`config.mk`:
```
export PLATFORM = sky130hd
export DESIGN_NAME = sram_mem_ctrl
export DESIGN_NICKNAME = d
export VERILOG_FILES = /design/src/rtl/sram_ctrl_pkg.sv /design/src/rtl/sram_phase_timer.sv /design/src/rtl/sram_mem_ctrl.sv
export SDC_FILE = /design/constraint.sdc
export NUM_CORES = 1
export LEC_CHECK = 0
export ABC_AREA = 1
export ABC_CLOCK_PERIOD_IN_PS = 1900
export CAP_MARGIN = 10
export CORE_AREA = 2 2 118 120
export CTS_BUF_LIST = sky130_fd_sc_hd__clkbuf_8
export DETAILED_ROUTE_END_ITERATION = 10
export DIE_AREA = 0 0 120 122
export PLACE_DENSITY = 0.62
export SETUP_SLACK_MARGIN = 0.05
export SYNTH_ARGS = -nofsm -noshare
export SYNTH_HDL_FRONTEND = slang
export SYNTH_SLANG_ARGS = --single-unit
```
`constraint.sdc`:
```
create_clock -name clk -period 1.9 [get_ports clk]
set_clock_uncertainty 0.2 [all_clocks]
set_input_delay 0.38 -clock clk [delete_from_list [all_inputs] [get_ports clk]]
set_output_delay 0.38 -clock clk [all_outputs]
set_load 0.005 [all_outputs]
```
`src/rtl/sram_ctrl_pkg.sv`:
```
// -----------------------------------------------------------------------------
// sram_ctrl_pkg
// Shared types and constants for the memory-stage SRAM controller.
//   state_t            : controller FSM states
//   CNT_W              : width of the per-phase hold counter (WAIT_CYCLES <= 15)
//   DEFAULT_BASE_ADDR  : byte address that maps onto SRAM word 0
// -----------------------------------------------------------------------------
package sram_ctrl_pkg;

    typedef enum logic [1:0] {
        IDLE   = 2'd0,
        ACC_LO = 2'd1,
        ACC_HI = 2'd2,
        DONE   = 2'd3
    } state_t;

    localparam int CNT_W = 4;

    localparam logic [31:0] DEFAULT_BASE_ADDR = 32'd1024;

endpackage

```
`src/rtl/sram_phase_timer.sv`:
```
// -----------------------------------------------------------------------------
// sram_phase_timer
// Loadable down-counter timing one half-word phase. After a load of N it
// counts N, N-1, ..., 0 and then rests at 0, so a phase lasts N+1 cycles.
// Ports:
//   clk       in   system clock
//   reset     in   synchronous, active-high reset (count -> 0)
//   load      in   load load_val on the next edge (has priority)
//   load_val  in   CNT_W-bit reload value
//   zero      out  count is 0 (final cycle of the phase)
// -----------------------------------------------------------------------------
module sram_phase_timer
    import sram_ctrl_pkg::*;
(
    input  logic             clk,
    input  logic             reset,
    input  logic             load,
    input  logic [CNT_W-1:0] load_val,
    output logic             zero
);

    logic [CNT_W-1:0] cnt;

    always_ff @(posedge clk) begin
        // NOTE: state registers use non-blocking assignments so every flop
        // samples pre-edge values, independent of process evaluation order.
        if (reset) begin
            cnt <= '0;
        end else if (load) begin
            cnt <= load_val;
        end else if (cnt != '0) begin
            cnt <= cnt - CNT_W'(1);
        end
    end

    assign zero = (cnt == '0);

endmodule

```
`src/rtl/sram_mem_ctrl.sv`:
```
// -----------------------------------------------------------------------------
// sram_mem_ctrl
// Memory-stage controller: performs one 32-bit load or store against a 16-bit
// asynchronous SRAM as two half-word phases (low half first). ready drops
// while an access is in flight so the pipeline freezes and holds the request.
//
// Optional feature (compile-time macro SRAM_CTRL_RANGE_CHECK_EN):
//   adds output addr_err; out-of-range requests skip the SRAM phases, go
//   straight to DONE and flag addr_err for that one cycle.
//
// Ports:
//   clk, reset           clock, synchronous active-high reset
//   rd_en, wr_en         load / store request (write wins if both)
//   address              byte address (bits [1:0] ignored)
//   write_data           store data
//   read_data            registered load result, held until the next load
//   ready                0 = freeze the pipeline
//   addr_err             (macro only) range fault, high during DONE
//   sram_addr            half-word address {word, hi}
//   sram_dq_o/_i/_oe     data pad out / in / driver enable
//   sram_ce_n/oe_n/we_n  active-low chip, output and write enables
// -----------------------------------------------------------------------------
module sram_mem_ctrl
    import sram_ctrl_pkg::*;
#(
    parameter logic [31:0] BASE_ADDR   = DEFAULT_BASE_ADDR,
    parameter int          SRAM_ADDR_W = 18,
    parameter int          WAIT_CYCLES = 1
) (
    input  logic                   clk,
    input  logic                   reset,
    input  logic                   rd_en,
    input  logic                   wr_en,
    input  logic [31:0]            address,
    input  logic [31:0]            write_data,
    output logic [31:0]            read_data,
    output logic                   ready,
`ifdef SRAM_CTRL_RANGE_CHECK_EN
    output logic                   addr_err,
`endif
    output logic [SRAM_ADDR_W-1:0] sram_addr,
    output logic [15:0]            sram_dq_o,
    input  logic [15:0]            sram_dq_i,
    output logic                   sram_dq_oe,
    output logic                   sram_ce_n,
    output logic                   sram_oe_n,
    output logic                   sram_we_n
);

    localparam int               WORD_W    = SRAM_ADDR_W - 1;
    localparam logic [CNT_W-1:0] WAIT_LOAD = CNT_W'(WAIT_CYCLES);

    state_t            state;
    state_t            state_next;
    logic              op_wr;
    logic [WORD_W-1:0] word;
    logic [31:0]       wdata;
    logic [15:0]       lo_half;

    logic              req;
    logic              range_fault;
    logic [WORD_W-1:0] word_in;
    logic              timer_load;
    logic              timer_zero;
    logic              active;
    logic              in_hi;

    assign req = rd_en | wr_en;

    // Word index relative to BASE_ADDR; truncation gives the modulo wrap for
    // addresses below the base.
    assign word_in = WORD_W'((address - BASE_ADDR) >> 2);

`ifdef SRAM_CTRL_RANGE_CHECK_EN
    // Any offset bit at or above the word-index width means overflow.
    assign range_fault = (address < BASE_ADDR) ||
                         (((address - BASE_ADDR) >> (SRAM_ADDR_W + 1)) != 32'd0);
`else
    assign range_fault = 1'b0;
`endif

    sram_phase_timer u_timer (
        .clk      (clk),
        .reset    (reset),
        .load     (timer_load),
        .load_val (WAIT_LOAD),
        .zero     (timer_zero)
    );

    // FSM state register
    always_ff @(posedge clk) begin
        if (reset) begin
            state <= IDLE;
        end else begin
            state <= state_next;
        end
    end

    // Next state, timer control and SRAM pin decode
    always_comb begin
        // NOTE: every output gets a default first, so no path can leave a
        // variable unassigned and infer a latch.
        state_next = state;
        timer_load = 1'b0;
        active     = 1'b0;
        in_hi      = 1'b0;
        sram_ce_n  = 1'b1;
        sram_oe_n  = 1'b1;
        sram_we_n  = 1'b1;
        sram_dq_oe = 1'b0;
        sram_addr  = '0;
        sram_dq_o  = '0;

        case (state)
            IDLE: begin
                if (req) begin
                    if (range_fault) begin
                        state_next = DONE;
                    end else begin
                        state_next = ACC_LO;
                        timer_load = 1'b1;
                    end
                end
            end
            ACC_LO: begin
                active = 1'b1;
                if (timer_zero) begin
                    state_next = ACC_HI;
                    timer_load = 1'b1;
                end
            end
            ACC_HI: begin
                active = 1'b1;
                in_hi  = 1'b1;
                if (timer_zero) begin
                    state_next = DONE;
                end
            end
            DONE: begin
                state_next = IDLE;
            end
            default: begin
                state_next = IDLE;
            end
        endcase

        if (active) begin
            sram_ce_n  = 1'b0;
            sram_addr  = {word, in_hi};
            sram_oe_n  = op_wr;
            sram_dq_oe = op_wr;
            // WE rises one cycle before the phase ends so data is held past it.
            sram_we_n  = !(op_wr && !timer_zero);
            if (op_wr) begin
                sram_dq_o = in_hi ? wdata[31:16] : wdata[15:0];
            end
        end
    end

    // Request latch and load-data capture
    always_ff @(posedge clk) begin
        if (reset) begin
            op_wr     <= 1'b0;
            word      <= '0;
            wdata     <= '0;
            lo_half   <= '0;
            read_data <= '0;
        end else begin
            if (state == IDLE && req) begin
                op_wr <= wr_en;
                word  <= word_in;
                wdata <= write_data;
            end
            if (state == ACC_LO && timer_zero && !op_wr) begin
                lo_half <= sram_dq_i;
            end
            if (state == ACC_HI && timer_zero && !op_wr) begin
                read_data <= {sram_dq_i, lo_half};
            end
        end
    end

`ifdef SRAM_CTRL_RANGE_CHECK_EN
    // Set on the faulting accept edge, so it is high exactly in DONE.
    always_ff @(posedge clk) begin
        if (reset) begin
            addr_err <= 1'b0;
        end else begin
            addr_err <= (state == IDLE) && req && range_fault;
        end
    end
`endif

    assign ready = ((state == IDLE) && !req) || (state == DONE);

endmodule

```
==> impl_metrics.yaml <==
status:
  status: "complete, but fails checks"
  failed_checks: "setup timing"
yosys:
  synth_nets: 719
  ys_types: 22
  synth.avg_cell_area_um2: 7.294
  netlist_instances: 628
  ys_seq_area_share_pct: 45.45
  syn_area_um2: 4581
  synth_seq_cells: 104
  yosys_warnings: 0
power:
  power.total_mw: 9.691
  p_leak_nw: 3.051
  ir_drop_mv: 0.6540
  p_per_area_nw_per_um2: 1369
timing:
  setup_violations: 38
  fin_crit_ns: 2.287
  period_share_pct: 120.4
  timing.fmax_ghz: 0.4372
  slew_violations: 0
  hold_viol: 0
  slew_headroom_pct: 63.35
  rsz0062_at_grt: "yes"
  tightest_slew_ns: 0.5498
  setup_ws_ns: -0.3871
layout:
  finish.net_count: 883
  fillCellCount: 1269
  num_antenna_cells: 0
  drive_above_1_share_pct: 23.46
  post-route-util_pct: 52.43
  design_area_um2: 7081
  area_growth_pct: 54.58
placement:
  gp_congestion: 0.8796
  hpwl_um: 9120
  io_buffers: 139
  preCtsSetupSlack_ns: -0.4519
  place_area_um2: 6245
flow_run:
  max_cap_viol_count: 0
clocking:
  cts.clk_slew.worst_paths_ns: 0.10
  cts_tree: "done"
  htreeDepth: 3
  clockBufferDepth: 2
  cts_root_buffer: "clkbuf_8"
  numCtsBuffers: 9
  insertion_delay_ns: 0.38
  clock_sinks: 104
  ctsHoldBuffers: 0
setup_path:
  path_cells: "inv_4, ha_4, nand2_4, buf_12, buf_8, nor3_4, buf_2"
  critPathBufInv: 4
  worst_path_max_delay_cell: "dfxtp_2"
  cp-end-kind: "output pin"
  cp_top_family: "buffers and inverters"
  slowest_delay_ns: 0.37
  crit_fanout: 6
  start_kind: "flop"
  cp_data_arrival_time_ns: 1.71
  crit_type: "reg2out"
  cp.required_ns: 1.32
grt:
  antenna_found_initial: 0
  grt_max_degree: 54
  grt_pass1_wl_um: 21700
  grtUsageTotal_pct: 18.45
  gr-total-overflow: 0
  grt_pass1_vias: 4470
  use_met3_pct: 4.869
  grt_use_met2_pct: 32.46
  use_met1_pct: 21.90
  grt.busiest_layer: "met2"
floorplanning:
  coreArea_um2: 13500
  rows: 43
  fp.dieH_um: 122
  die-area_um2: 14640
  io_pins: 155
  die_x_um: 120
  start_util_pct: 33.92
routing:
  wl_per_cell_um: 14.68
  route.vias.total: 4751
  ant_nets: 0
  drc: 0
  vias_per_cell: 4.863
  drt-initial-drc-count: 300
  dr.pass1.iters: 4
  drt_wl_total_um: 14340
worst_hold_path:
  hold_class: "in2reg"
[stage by stage]
step	setup TNS [ns]	hold slack [ns]	instances
after floorplan	0	0.2393	628
after global placement	-10.11	0.2460	931
after detailed placement	-11.99	0.2561	931
after CTS	-10.50	0.2346	971
after global routing	-13.38	0.2642	977
final	-10.62	0.2258	977
[sequential cells by signal (all words and copies together) (netlist names)]
name and count:
read_data 32, wdata 32, word 17, lo_half 16
u_timer.cnt 4, state 2, op_wr 1
[worst min-delay path: cells and delay by family]
kind,cells,cell delay (ns)
buffers and inverters,2,0.24
and+or+nand+nor,1,0.04
AOI/OAI and AO/OA,1,0.11
[metal layers]
| metal | vias up | routed length [um] |
|---|---|---|
| met2 | 147 | 7130 |
| met3 | 12 | 959 |
| met5 | - | 0 |
| li1 | 2384 | - |
| met1 | 2208 | 6083 |
| met4 | 0 | 165 |
[cell type report]
cell class                      count  area, um^2  area share [%]
Multi-Input combinational cell    428        2305           32.55
Sequential cell                   104        2100           29.65
Timing Repair Buffer              198        2008           28.36
Tap cell                          180       225.2           3.181
Inverter                           49       214.0           3.022
Clock buffer                       10       137.6           1.944
Clock inverter                      6       66.31          0.9366
Timing Repair inverter              2       25.02          0.3534
[Yosys cell counts, drive strengths merged]
cell type,n,share of area (%)
nor2,136,11
dfxtp,104,45
nand2,93,7.7
a21oi,58,6.3
o21ai,53,6.0
inv,49,4.1
nand4,48,6.6
buf,33,5.0
nor3,16,1.7
clkbuf,14,1.2
nand3,14,2.3
ha,7,1.9
xor2,3,0.57
[logic make-up (layout without fill, tap and decap cells)]
group | count (synthesis) | after routing | synth area share, %
DFF | 104 | 104 | 45.45
adders and majority gates | 7 | 7 | 1.912
and+or+nand+nor | 307 | 307 | 29.47
buffers and inverters | 96 | 265 | 10.30
xor gates and xnor gates | 3 | 3 | 0.5737
AOI/OAI and AO/OA | 111 | 111 | 12.29
[cells in the final DEF (no fill, tap or decap), types with 10 or more instances in the layout]
cell type	count
nor2_1	120
clkdlybuf4s50_1	93
dfxtp_1	90
nand2_1	89
a21oi_1	55
o21ai_0	50
nand4_1	48
inv_1	39
buf_2	28
buf_4	23
buf_6	20
dfxtp_2	14
buf_12	13
nor2_2	10
nand3_1	10
clkbuf_8	10
[where the power goes]
| group | total (mW) | leakage [nW] | switching [mW] | internal [mW] |
|---|---|---|---|---|
| Combinational | 5.19 | 2.10 | 2.85 | 2.35 |
| Clock | 1.44 | 0.0949 | 0.793 | 0.647 |
| Sequential | 3.06 | 0.859 | 0.337 | 2.72 |
[path summary, 6_finish.rpt]
path | start | end | slack [ns] | cells after the start
max | state[0]$_SDFFE_PP0P_ | sram_dq_o[8] | -0.39 | 7
min | reset | wdata[23]$_SDFFE_PP0P_ | 0.23 | 4
max reg2reg | state[0]$_SDFFE_PP0P_ | read_data[24]$_SDFFE_PP0P_ | 0.02 | 10
min reg2reg | read_data[26]$_SDFFE_PP0P_ | read_data[26]$_SDFFE_PP0P_ | 0.27 | 2
[what timing repair did]
| item | 4_1_cts | 5_1_grt |
|---|---|---|
| endpoints found under the setup margin | 51 | 104 |
| setup buffers | 21 | 7 |
| gates resized for setup | 213 | 66 |
| pin swaps | 14 | 21 |
| gates cloned | 3 | 4 |
Power figures use the tool's default switching activity.
